File: src/rtl/debounce_bank.sv
// Multi-channel switch debouncer: lockout (MODE=0) or integrate (MODE=1) per instance, with rise/fall pulses.
// Define DEBOUNCE_SYNC_EN to insert a 2-flop synchroniser on every sw_in bit (adds 2 cycles of latency).
module debounce_bank #(
    parameter int                WIDTH      = 4,
    parameter int                CNT_W      = 16,
    parameter logic [CNT_W-1:0]  STABLE_CNT = 16'd4,
    parameter int                MODE       = 0,
    parameter logic              RST_VAL    = 1'b0
) (
    input  logic             clk,
    input  logic             rst,
    input  logic [WIDTH-1:0] sw_in,
    output logic [WIDTH-1:0] out,
    output logic [WIDTH-1:0] rise,
    output logic [WIDTH-1:0] fall,
    output logic [WIDTH-1:0] busy
);

    typedef enum logic [1:0] {
        ST_IDLE  = 2'd0,
        ST_HOLD  = 2'd1,
        ST_CHECK = 2'd2
    } state_t;

    localparam logic [CNT_W-1:0] RELOAD = STABLE_CNT - CNT_W'(1);

    genvar gi;
    generate
        for (gi = 0; gi < WIDTH; gi++) begin : g_ch
            state_t           state_q, state_d;
            logic [CNT_W-1:0] cnt_q, cnt_d;
            logic             out_q, out_d;
            logic             rise_q, rise_d;
            logic             fall_q, fall_d;
            logic             s;

`ifdef DEBOUNCE_SYNC_EN
            logic sync1_q, sync2_q;

            always_ff @(posedge clk or posedge rst) begin
                if (rst) begin
                    sync1_q <= RST_VAL;
                    sync2_q <= RST_VAL;
                end else begin
                    sync1_q <= sw_in[gi];
                    sync2_q <= sync1_q;
                end
            end

            assign s = sync2_q;
`else
            assign s = sw_in[gi];
`endif

            always_comb begin
                state_d = state_q;
                cnt_d   = cnt_q;
                out_d   = out_q;
                rise_d  = 1'b0;
                fall_d  = 1'b0;
                case (state_q)
                    ST_IDLE: begin
                        if (s != out_q) begin
                            cnt_d = RELOAD;
                            if (MODE == 0) begin
                                // Lockout: pass the new level now, then ignore the input.
                                out_d   = s;
                                rise_d  = s;
                                fall_d  = ~s;
                                state_d = ST_HOLD;
                            end else begin
                                state_d = ST_CHECK;
                            end
                        end
                    end
                    ST_HOLD: begin
                        if (cnt_q == '0) begin
                            state_d = ST_IDLE;
                        end else begin
                            cnt_d = cnt_q - CNT_W'(1);
                        end
                    end
                    ST_CHECK: begin
                        // A matching sample means the change was a glitch; the counter reloads on re-entry.
                        if (s == out_q) begin
                            state_d = ST_IDLE;
                        end else if (cnt_q == '0) begin
                            out_d   = s;
                            rise_d  = s;
                            fall_d  = ~s;
                            state_d = ST_IDLE;
                        end else begin
                            cnt_d = cnt_q - CNT_W'(1);
                        end
                    end
                    default: begin
                        state_d = ST_IDLE;
                    end
                endcase
            end

            always_ff @(posedge clk or posedge rst) begin
                if (rst) begin
                    state_q <= ST_IDLE;
                    cnt_q   <= '0;
                    out_q   <= RST_VAL;
                    rise_q  <= 1'b0;
                    fall_q  <= 1'b0;
                end else begin
                    state_q <= state_d;
                    cnt_q   <= cnt_d;
                    out_q   <= out_d;
                    rise_q  <= rise_d;
                    fall_q  <= fall_d;
                end
            end

            assign out[gi]  = out_q;
            assign rise[gi] = rise_q;
            assign fall[gi] = fall_q;
            assign busy[gi] = (state_q != ST_IDLE);
        end
    endgenerate

endmodule
File: config.mk
export PLATFORM = sky130hd
export DESIGN_NAME = debounce_bank
export DESIGN_NICKNAME = d
export VERILOG_FILES = /design/src/rtl/debounce_bank.sv
export SDC_FILE = /design/constraint.sdc
export NUM_CORES = 1
export LEC_CHECK = 0
export ABC_CLOCK_PERIOD_IN_PS = 6530
export CAP_MARGIN = 40
export CORE_UTILIZATION = 55
export CTS_BUF_LIST = sky130_fd_sc_hd__clkbuf_4 sky130_fd_sc_hd__clkbuf_8
export CTS_CLUSTER_DIAMETER = 40
export CTS_CLUSTER_SIZE = 16
export DETAILED_ROUTE_END_ITERATION = 10
export GPL_ROUTABILITY_DRIVEN = 0
export PLACE_DENSITY = 0.75
export SYNTH_ARGS = -nofsm -noshare
export SYNTH_HDL_FRONTEND = slang
export SYNTH_SLANG_ARGS = --single-unit
File: constraint.sdc
create_clock -name clk -period 6.53 [get_ports clk]
set_input_delay 1.306 -clock clk [delete_from_list [all_inputs] [get_ports clk]]
set_output_delay 1.306 -clock clk [all_outputs]
set_load 0.05 [all_outputs]
# [Yosys cells after proc, flatten, opt, wreduce, memory -nomap -nowiden]
# Index checks and enable logic that the tools add are counted.
[totals] elab_cells=164 ff_bits=84 in_bits=6
[op_classes] addsub=4 n_eq_ne=28 n_mux=80 n_bitwise=4 n_reduce_logical=28
[ops] cell="$mux W16" count=12
[ops] cell="$pmux W16 S3" count=4
[ops] cell="$logic_not A16 Y1" count=4
[ops] cell="$sub A16 B1 Y16 const B" count=4
[ops] cell="$mux W1" count=36
[ops] cell="$mux W2" count=12
[ops] cell="$ne A2 B2 Y1 const B" count=12
[ops] cell="$pmux W1 S2" count=12
[ops] cell="$pmux W2 S3" count=4
[ops] cell="$reduce_and A4 Y1" count=4
[ops] cell="$reduce_bool A2 Y1" count=8
[ops] cell="$reduce_and A3 Y1" count=4
[ops] cell="$reduce_bool A3 Y1" count=4
[ops] cell="$eq A2 B1 Y1 const B" count=4
[ops] cell="$eq A2 B2 Y1 const B" count=4
[ops] cell="$logic_not A2 Y1" count=4
[ops] cell="$eq A1 B1 Y1" count=4
[ops] cell="$ne A1 B1 Y1" count=4
[ops] cell="$not A1 Y1" count=4

# [Depth between registers and ports, before layout]
[logic_depth] depth_word=4 mapped_depth=8 mapped_depth_nobuf=7

# [Least setup slack after synthesis]
# Ideal clock, no wire load.
[synth_timing] path_type="input to register" from="input sw_in[2]" to="register g_ch[2].cnt_q[11]" setup_slack_ps=3520 setup_time_ps=78 arrival_time_ps=2932 stages=7 n_path_buf=0 cell_sequence="inv_1 > ha_1 > o21a_1 > nor2_1 > o2111ai_2 > or4_1 > a21oi_1"
[synth_via] elab_chain_cells=3 word_cells_on_any_way=5
[synth_lines] element="start, declared" line="12" source="input logic [WIDTH-1:0] sw_in,"
[synth_lines] element="$eq A1 B1 Y1 / $ne A1 B1 Y1 (equally long branches)" line="85, 63"
[synth_lines] element="$ne A2 B2 Y1 (no line)"
[synth_lines] element="$reduce_and A3 Y1 (no line) *"
[synth_lines] element="end signal, assigned" line="111" source="cnt_q <= cnt_d;"
[synth_lines] element="end, declared" line="31" source="logic [CNT_W-1:0] cnt_q, cnt_d;"
# Mark *: on every way between the ends. The rest lies on a longest branch, timed or not.
# A chain may end at the register's enable or synchronous reset.

# [Final worst setup path]
# Ends and elaborated chain as after synthesis.

==> flow_summary.yaml <==
status:
  status: "finished clean"
detailed_routing:
  first_pass_iters: 4
  ant_nets: 0
  num_vias: 3789
  avgRoutedWirePerCell_um: 13.64
  drc: 0
  vias_per_cell: 5.794
  first_iter_violations: 183
  wl_mm: 8.923
clocking:
  cts_buffers: 9
  htree_levels: 3
  cts_buffer_depth: 2
  post_cts_resized: 0
  clockRootBuffer: "clkbuf_8"
  clock_latency_ns: 0.36
  cts_setup_buffers: 0
  hold_buffers: 0
  cts_tree: "built"
  path_clk_slew_ns: 0.08
  clock-sinks: 84
timing:
  hold_slack_ns: 0.5499
  setup_viol: 0
  maxSlewHeadroom: 0.4513
  fin_skew_ns: 0.01202
  post-route-min-period_ns: 3.442
  tns_ns: 0
  worst_pin_slew_ns: 0.8167
  drv_slew: 0
  setup_slack_ns: 3.088
  finalHoldViolations: 0
  rsz0062_at_grt: "false"
  finalCritPeriodShare: 0.5271
  clock.fmax_mhz: 290.5
critical_path:
  regToRegSetupSlack_ns: 4.00
  critPathMaxFanout: 7
  critical_path_arrival_ns: 3.72
  r2r_end: "g_ch[2].state_q[0]"
  worstReg2RegStart: "g_ch[2].cnt_q[9]"
  crit_type: "in2reg"
  startpoint: "sw_in[2]"
  worst_r2r_path_depth: 5
  setup.worst_path.start_class: "primary input"
  required_ns: 6.81
  critPathCaptureType: "flop"
global_route:
  grtUsageMet2: 0.3493
  grt_max_degree: 67
  overflow: 0
  top_usage_layer: "met2"
  grt_pass1_vias: 3505
  grtUsageMet1: 0.2648
  grt_antenna_before_repair: 0
  grt_util_all_layers: 0.2063
  met3_usage: 0.04304
  grt_pass1_wl_mm: 14.99
synth:
  synth.avg_cell_area_um2: 9.330
  syn_inst: 525
  synthAdderAreaFrac: 0.07407
  synth_seq_cells: 84
  synthTopCellsByArea: "dfrtp_1 43%, ha_1 7.4%, nor2_1 5.5%"
  netlist.area_leader.share: 0.4291
  muxShareOfSynthArea: 0.01660
  yosysWarnings: 0
  synth-edff-count: 0
  syn_area_um2: 4898
  ys_types: 51
  synth.most_common_cell: "dfrtp_1"
  async_reset_ff_frac: 1.000
  synth_common_cells: "84 x dfrtp_1, 72 x nor2_1, 32 x inv_1, 29 x ha_1, 28 x nand2_1"
  synthFlopType: "dfrtp_1"
  synth_area_leader_cell: "dfrtp_1"
  synthSimpleGateAreaFrac: 0.2570
  syn_nets: 560
  synthXorXnorAreaFrac: 0.06258
  synth_top_family_by_area: "simple AND/OR/NAND/NOR gates"
  synth-compound-area-share: 0.1088
  seq_area_frac_synth: 0.4291
placed_design:
  place_hpwl_mm: 6.289
  numPortBuffers: 21
  place_inst: 638
  place_area_um2: 5181
  dp_slack_ns: 2.737
floorplanning:
  die-area_um2: 9288
  io_pins: 22
  fp.dieH_um: 96.38
  core_um2: 8678
  die_width_um: 96.38
  start_util: 0.5644
  rows: 34
hold_path:
  holdPathStages: 2
  hold_end: "g_ch[2].cnt_q[12]"
  worstHoldStart: "g_ch[2].cnt_q[12]"
  hold_class: "reg2reg"
flow_run:
  drv_cap: 0
cells_and_area:
  final_cell_area_um2: 5384
  multi_input_area_um2: 2542
  nFillCells: 733
  fin_nets: 576
  layout-drive-gt1-share: 0.06227
  regArea_um2: 2102
  diodes: 0
  final_cells: 654
  syn2layout_area_growth_pct: 9.911
power_and_ir_drop:
  peakVddDrop_mv: 0.2218
  powerDensity_nw_per_um2: 478.2
  leakage_nw: 2.471
cell families after synthesis:
family                     Yosys count
muxes                                8
adders and majority gates           29
buffers and inverters               55
DFF                                 84
AOI/OAI and AO/OA                   78
xor gates and xnor gates            35
and+or+nand+nor                    236
through the flow:
stage | util | total power, mW
after floorplan | - | 1.909
final | 0.6204 | 2.574
after global placement | 0.5916 | 2.130
after detailed placement | 0.5970 | 2.188
after CTS | 0.6204 | 2.586
after global routing | 0.6204 | 2.796
power breakdown:
part / switching [mW] / total [mW] / internal [mW]
combinational: 0.844 / 1.34 / 0.493
sequential: 0.164 / 0.852 / 0.688
clock: 0.200 / 0.385 / 0.185
per-layer routing:
layer  share of wire  wire length [um]
met4           0.011               100
met3           0.026               228
met5               0                 0
met2            0.48              4261
met1            0.49              4333
flip-flops by register name, indices dropped and copies added (netlist names):
register and flops:
g_ch.cnt_q 64, g_ch.rise_q 4, g_ch.out_q 4, g_ch.fall_q 4, g_ch.state_q 8
critical path, stage by stage:
cell	delay, ns
clkdlybuf4s50_1	0.50
inv_1	0.08
ha_1	0.35
o21a_1	0.16
nor2_1	0.38
o2111ai_2	0.29
or4_1	0.49
a21oi_1	0.15
cell usage in the layout (no fill, tap or decap), types with 12 or more instances in the layout:
master / netlist / routed
a21oi_1: 14 / 14
dfrtp_1: 84 / 84
o21ai_0: 19 / 19
clkdlybuf4s50_1: 0 / 21
nand2_1: 28 / 28
nor3_1: 26 / 26
inv_1: 32 / 31
ha_1: 29 / 29
nor4_1: 17 / 17
or4_1: 12 / 12
xnor2_1: 21 / 21
nor2_1: 72 / 72
or3_1: 16 / 16
xor2_1: 14 / 14
cell type report:
cell class	count	area share
Inverter	32	0.02254
Clock inverter	6	0.01325
Clock buffer	10	0.02440
Tap cell	108	0.02510
Sequential cell	84	0.3904
Timing Repair Buffer	28	0.05206
Multi-Input combinational cell	386	0.4722
worst max-delay path by stage:
stage	to	slack, ns
floorplan	g_ch[0].cnt_q[0]	3.06
global placement	g_ch[3].cnt_q[13]	2.82
detailed placement	g_ch[2].cnt_q[11]	2.74
CTS	g_ch[2].cnt_q[11]	3.12
global route	g_ch[2].cnt_q[11]	2.98
finish	g_ch[2].cnt_q[11]	3.09
Power figures use the tool's default switching activity.
